==> src/rtl/alu_pkg.sv <==
// alu_pkg: opcode encodings shared by the ALU, its issue stage and their benches
package alu_pkg;
  localparam logic [1:0] ALU_ADD = 2'b00;
  localparam logic [1:0] ALU_SUB = 2'b01;
  localparam logic [1:0] ALU_MUL = 2'b10;
  localparam logic [1:0] ALU_XOR = 2'b11;
endpackage

==> src/rtl/alu_res_fifo.sv <==
// alu_res_fifo: sync FIFO (push/din in, pop in, full/empty out) with a registered head on dout
module alu_res_fifo
  import alu_pkg::*;
#(
  parameter int WIDTH = 10,
  parameter int DEPTH = 4
) (
  input  logic             clk,
  input  logic             rst_n,
  input  logic             push,
  input  logic             pop,
  input  logic [WIDTH-1:0] din,
  output logic             full,
  output logic             empty,
  output logic [WIDTH-1:0] dout
);
  localparam int PW = $clog2(DEPTH) + 1;
  logic [WIDTH-1:0] mem [DEPTH];
  logic [PW-1:0] wr, rd, rd_n;
  assign empty = wr == rd;
  assign full = (wr[PW-1] != rd[PW-1]) && (wr[PW-2:0] == rd[PW-2:0]);
  assign rd_n = rd + PW'(pop);
  always_ff @(posedge clk or negedge rst_n)
    if (!rst_n) begin
      wr <= '0;
      rd <= '0;
      dout <= '0;
    end else begin
      wr <= wr + PW'(push);
      rd <= rd_n;
      if (push || wr != rd_n) dout <= (wr == rd_n) ? din : mem[rd_n[PW-2:0]];
    end
  always_ff @(posedge clk)
    if (push) mem[wr[PW-2:0]] <= din;
endmodule

==> src/rtl/alu_issue_stage.sv <==
// alu_issue_stage: registers cmd_* commands onto alu_*, queues {alu_sel, alu_z} and serves them on res_*
module alu_issue_stage
  import alu_pkg::*;
#(
  parameter int OPW   = 4,
  parameter int RESW  = 8,
  parameter int DEPTH = 4
) (
  input  logic            clk,
  input  logic            rst_n,
  input  logic            cmd_valid,
  output logic            cmd_ready,
  input  logic [OPW-1:0]  cmd_a,
  input  logic [OPW-1:0]  cmd_b,
  input  logic [1:0]      cmd_sel,
  output logic [OPW-1:0]  alu_a,
  output logic [OPW-1:0]  alu_b,
  output logic [1:0]      alu_sel,
  input  logic [RESW-1:0] alu_z,
  output logic            res_valid,
  input  logic            res_ready,
  output logic [RESW-1:0] res_data,
  output logic [1:0]      res_sel,
  output logic [7:0]      issue_cnt
);
  logic op_vld, push, pop, accept, full, empty;
  logic [RESW+1:0] head;
  assign res_valid = !empty;
  assign pop = res_valid & res_ready;
  assign push = op_vld & (!full | pop);
  assign cmd_ready = !op_vld | push;
  assign accept = cmd_valid & cmd_ready;
  assign {res_sel, res_data} = head;
  alu_res_fifo #(.WIDTH(RESW + 2), .DEPTH(DEPTH)) u_fifo (
    .clk(clk),
    .rst_n(rst_n),
    .push(push),
    .pop(pop),
    .din({alu_sel, alu_z}),
    .full(full),
    .empty(empty),
    .dout(head)
  );
  always_ff @(posedge clk or negedge rst_n)
    if (!rst_n) begin
      alu_a <= '0;
      alu_b <= '0;
      alu_sel <= '0;
      op_vld <= 1'b0;
      issue_cnt <= '0;
    end else begin
      if (accept) begin
        alu_a <= cmd_a;
        alu_b <= cmd_b;
        alu_sel <= cmd_sel;
      end
      op_vld <= accept | (op_vld & !push);
      issue_cnt <= issue_cnt + 8'(accept);
    end
endmodule
==> config.mk <==
export PLATFORM = sky130hd
export DESIGN_NAME = alu_issue_stage
export DESIGN_NICKNAME = d
export VERILOG_FILES = /design/src/rtl/alu_pkg.sv /design/src/rtl/alu_res_fifo.sv /design/src/rtl/alu_issue_stage.sv
export SDC_FILE = /design/constraint.sdc
export NUM_CORES = 1
export LEC_CHECK = 0
export BUFFER_PORTS_ARGS = -buffer_cell sky130_fd_sc_hd__clkbuf_2
export CORE_ASPECT_RATIO = 1.1
export CORE_MARGIN = 2
export CORE_UTILIZATION = 55
export DETAILED_ROUTE_END_ITERATION = 10
export GPL_ROUTABILITY_DRIVEN = 0
export PLACE_DENSITY = 0.78
export SETUP_SLACK_MARGIN = 0.3
export SYNTH_ARGS = -nofsm -noshare
export SYNTH_HDL_FRONTEND = slang
export SYNTH_SLANG_ARGS = --single-unit
==> constraint.sdc <==
create_clock -name clk -period 3.5 [get_ports clk]
set_input_delay 0.35 -clock clk [delete_from_list [all_inputs] [get_ports clk]]
set_output_delay 0.35 -clock clk [all_outputs]
set_load 0.005 [all_outputs]
==> key figures <==
Layout
  – Syn-to-layout area delta: 18.2%
  – Layout cells sized above 1: 0.502
  – # diodes: 0
  – Fin cells: 304
  – Nets: 252

Floorplan
  – Core area: 5360 um^2
  – I/O pins: 52
  – Chip width: 74.9 um
  – Num rows: 28
  – Die height: 82.0 um
  – Initial core utilization: 0.568
  – Die area: 6150 um^2

Timing
  – Count of final max-slew check failures: 0
  – Setup_tns: 0 ns
  – Fmax: 346 MHz
  – Fin crit period: 2.89 ns
  – Unrepaired setup endpoints after global routing: no
  – Slew of the pin with the lowest slew margin: 0.902 ns
  – Endpoints failing setup: 0
  – Final period utilization: 0.825
  – Clk_skew: 0.0130 ns
  – Rel. slew slack: 0.399
  – Fin. Hold Viols: 0
  – WHS: 0.126 ns

Synthesis
  – Post-synth ARST share: 0.467
  – Synth top area share: 0.395
  – Multiplexer share of the synthesized area: 0.192
  – Mapped Cells: 159
  – Mapped cell area: 3040 um^2
  – Largest family of logic cells by synthesized area: multiplexers
  – Adder-cell share of the synthesized area: 0.0247
  – Syn_nets: 187
  – Count leader, synth: edfxtp_1
  – Post-synthesis area per instance: 19.1 um^2
  – Yosys warns: 0
  – Top cells by count, synth: edfxtp_1, dfrtp_1, mux2_2
  – Synth top area cells: edfxtp_1, dfrtp_1, mux2_2
  – Synth Register Bits: 75
  – Post-synthesis cell type count: 29
  – Xor/xnor cell area share of the yosys netlist: 0.0452
  – Simple-gate portion of the synthesized area: 0.0337
  – Synth Area in Compound Gates: 0.0115
  – Main flop type after synthesis: edfxtp_1
  – Number of synthesized flops with an enable pin: 40
  – Register area share after synthesis: 0.682
  – Area leader, netlist: edfxtp_1

Critical path
  – Crit Path Class: register to register
  – CP Capture Type: register
  – CP max stage delay: 0.50 ns
  – Req. time, crit path: 3.72 ns
  – Highest-delay cell along the critical path: ha_1
  – Crit-path max FO: 10
  – Critical path data arrival time: 3.10 ns
  – Cell Chain, Critical Path: xnor2_1, nand2_1, and2_1, ha_1, buf_4, xnor2_1, nand3_2, mux2_2
  – Critical path's most frequent cell: xnor2_1
  – CP Launch Type: register

Routing
  – Vias: 1616
  – DRC violations left: 0
  – DRT antenna net count: 0
  – Wire per inst: 17.3 um
  – DR iter-0 viols: 134
  – Total iterations of the first detailed-routing run: 4
  – Detailed Route WL: 5240 um
  – DR vias/cell: 5.32

CTS
  – H-tree depth: 3
  – Clock latency on the worst-skew pair: 0.34 ns
  – CTS buffer count: 9
  – Root Driver: clkbuf_8
  – Setup bufs post-CTS: 0
  – CTS Hold Bufs: 0
  – Clk sinks: 75
  – Resize count post-CTS: 0
  – CTS tree: done
  – Clk slew on worst S/H paths: 0.08 ns
  – Worst-case clock buffer depth: 2

Global route
  – Largest net degree at the start of global routing: 36
  – Initial antenna violation count: 0
  – First-pass GRT wire length: 8200 um
  – Vias in the first global route: 1690
  – Total grt overflow: 0
  – GR Util All Layers: 0.192

Run status
  – Status: completed

Place
  – Port buffer count: 51
  – Dpl cells: 288
  – Detail Placement HPWL: 3670 um

Pwr
  – Clock Power Share: 0.180
  – Pwr Total: 3360 uW
  – Logic pwr share: 0.399
  – Share of power burned in registers: 0.420
  – Switching share of power: 0.314
  – Pwr/cell area: 934 nW/um^2
  – VDD IR max: 0.522 mV
  – Static Leak: 0.00149 uW
  – Int Pwr: 2310 uW
  – P_sw: 1050 uW

Min path
  – Hold WC Path Type: input port to async pin

Flow run
  – MaxCap Viol Count: 0
-- final timing paths --
kind,from,to,slack (ns),depth (start not counted)
max,u_fifo.wr[2]$_DFF_PN0_,u_fifo.dout[2]$_DFFE_PN0P_,0.61,8
max in group asynchronous,rst_n,alu_b[0]$_DFFE_PN0P_,2.80,1
min in group clk,cmd_valid,op_vld$_DFF_PN0_,0.21,2
min,rst_n,u_fifo.dout[4]$_DFFE_PN0P_,0.13,1
max reg2reg,u_fifo.wr[2]$_DFF_PN0_,u_fifo.dout[2]$_DFFE_PN0P_,0.61,8
min reg2reg,issue_cnt[7]$_DFF_PN0_,issue_cnt[7]$_DFF_PN0_,0.48,1
-- flip-flops by register name (all words and copies together), names as in the netlist --
register and cells:
u_fifo.rd 3, op_vld 1, u_fifo.mem 40, u_fifo.dout 10
alu_b 4, u_fifo.wr 3, alu_a 4, issue_cnt 8
alu_sel 2
-- placed cells by master (no fill, tap or decap), types with 2 or more instances in the layout --
cell and count:
clkbuf_2 51, ha_1 6, clkinv_2 2, nand3_1 2, mux4_2 10, xor2_2 2
mux2_2 24, clkbuf_1 3, nand2_1 3, xor2_1 5, clkbuf_8 9, dfrtp_1 35
edfxtp_1 40, nor3b_1 2, xnor2_1 7, buf_4 7, mux2_4 6
-- stage by stage --
stage | setup slack, ns | utilization | area [um^2]
after floorplan | 0.884 | - | 3040
after global placement | 0.723 | 0.638 | 3420
after detailed placement | 0.581 | 0.638 | 3420
after CTS | 0.538 | 0.671 | 3600
after global routing | 0.380 | 0.671 | 3600
final | 0.613 | 0.671 | 3600
-- worst max-delay path: cells and delay by family (launching register included) --
| family | cells | cell delay, ns |
|---|---|---|
| muxes | 1 | 0.37 |
| and+or+nand+nor | 3 | 0.62 |
| adders and majority gates | 1 | 0.50 |
| DFF | 1 | 0.40 |
| buffers and inverters | 1 | 0.25 |
| xor gates and xnor gates | 2 | 0.62 |
-- layout make-up --
class | instances | area [um^2]
Clock buffer | 12 | 135
Clock inverter | 4 | 43.8
Fill cell | 363 | 1760
Inverter | 1 | 3.75
Multi-Input combinational cell | 79 | 936
Sequential cell | 75 | 2080
Tap cell | 75 | 93.8
Timing Repair Buffer | 58 | 308
-- power by group through the flow --
stage,clock (uW),sequential [uW],combinational (uW)
floorplan,0,1400,966
global placement,0,1400,1310
detailed placement,0,1430,1370
CTS,620,1420,1370
global route,658,1440,1470
finish,606,1410,1340
-- layer usage --
metal  share of wire  GRT usage  up-vias
met2            0.52      0.319       52
met4           0.026      0.111        0
li1                -          -      737
met5               0          0        -
met1            0.41      0.232      814
met3           0.041     0.0393       13
-- logic make-up after synthesis --
group / Yosys count
compound gates: 2
xor+xnor: 14
mux: 40
simple gates: 17
buf+inv: 5
flops: 75
fa+ha+maj: 6
No activity file was read; power rests on OpenSTA's default activity.
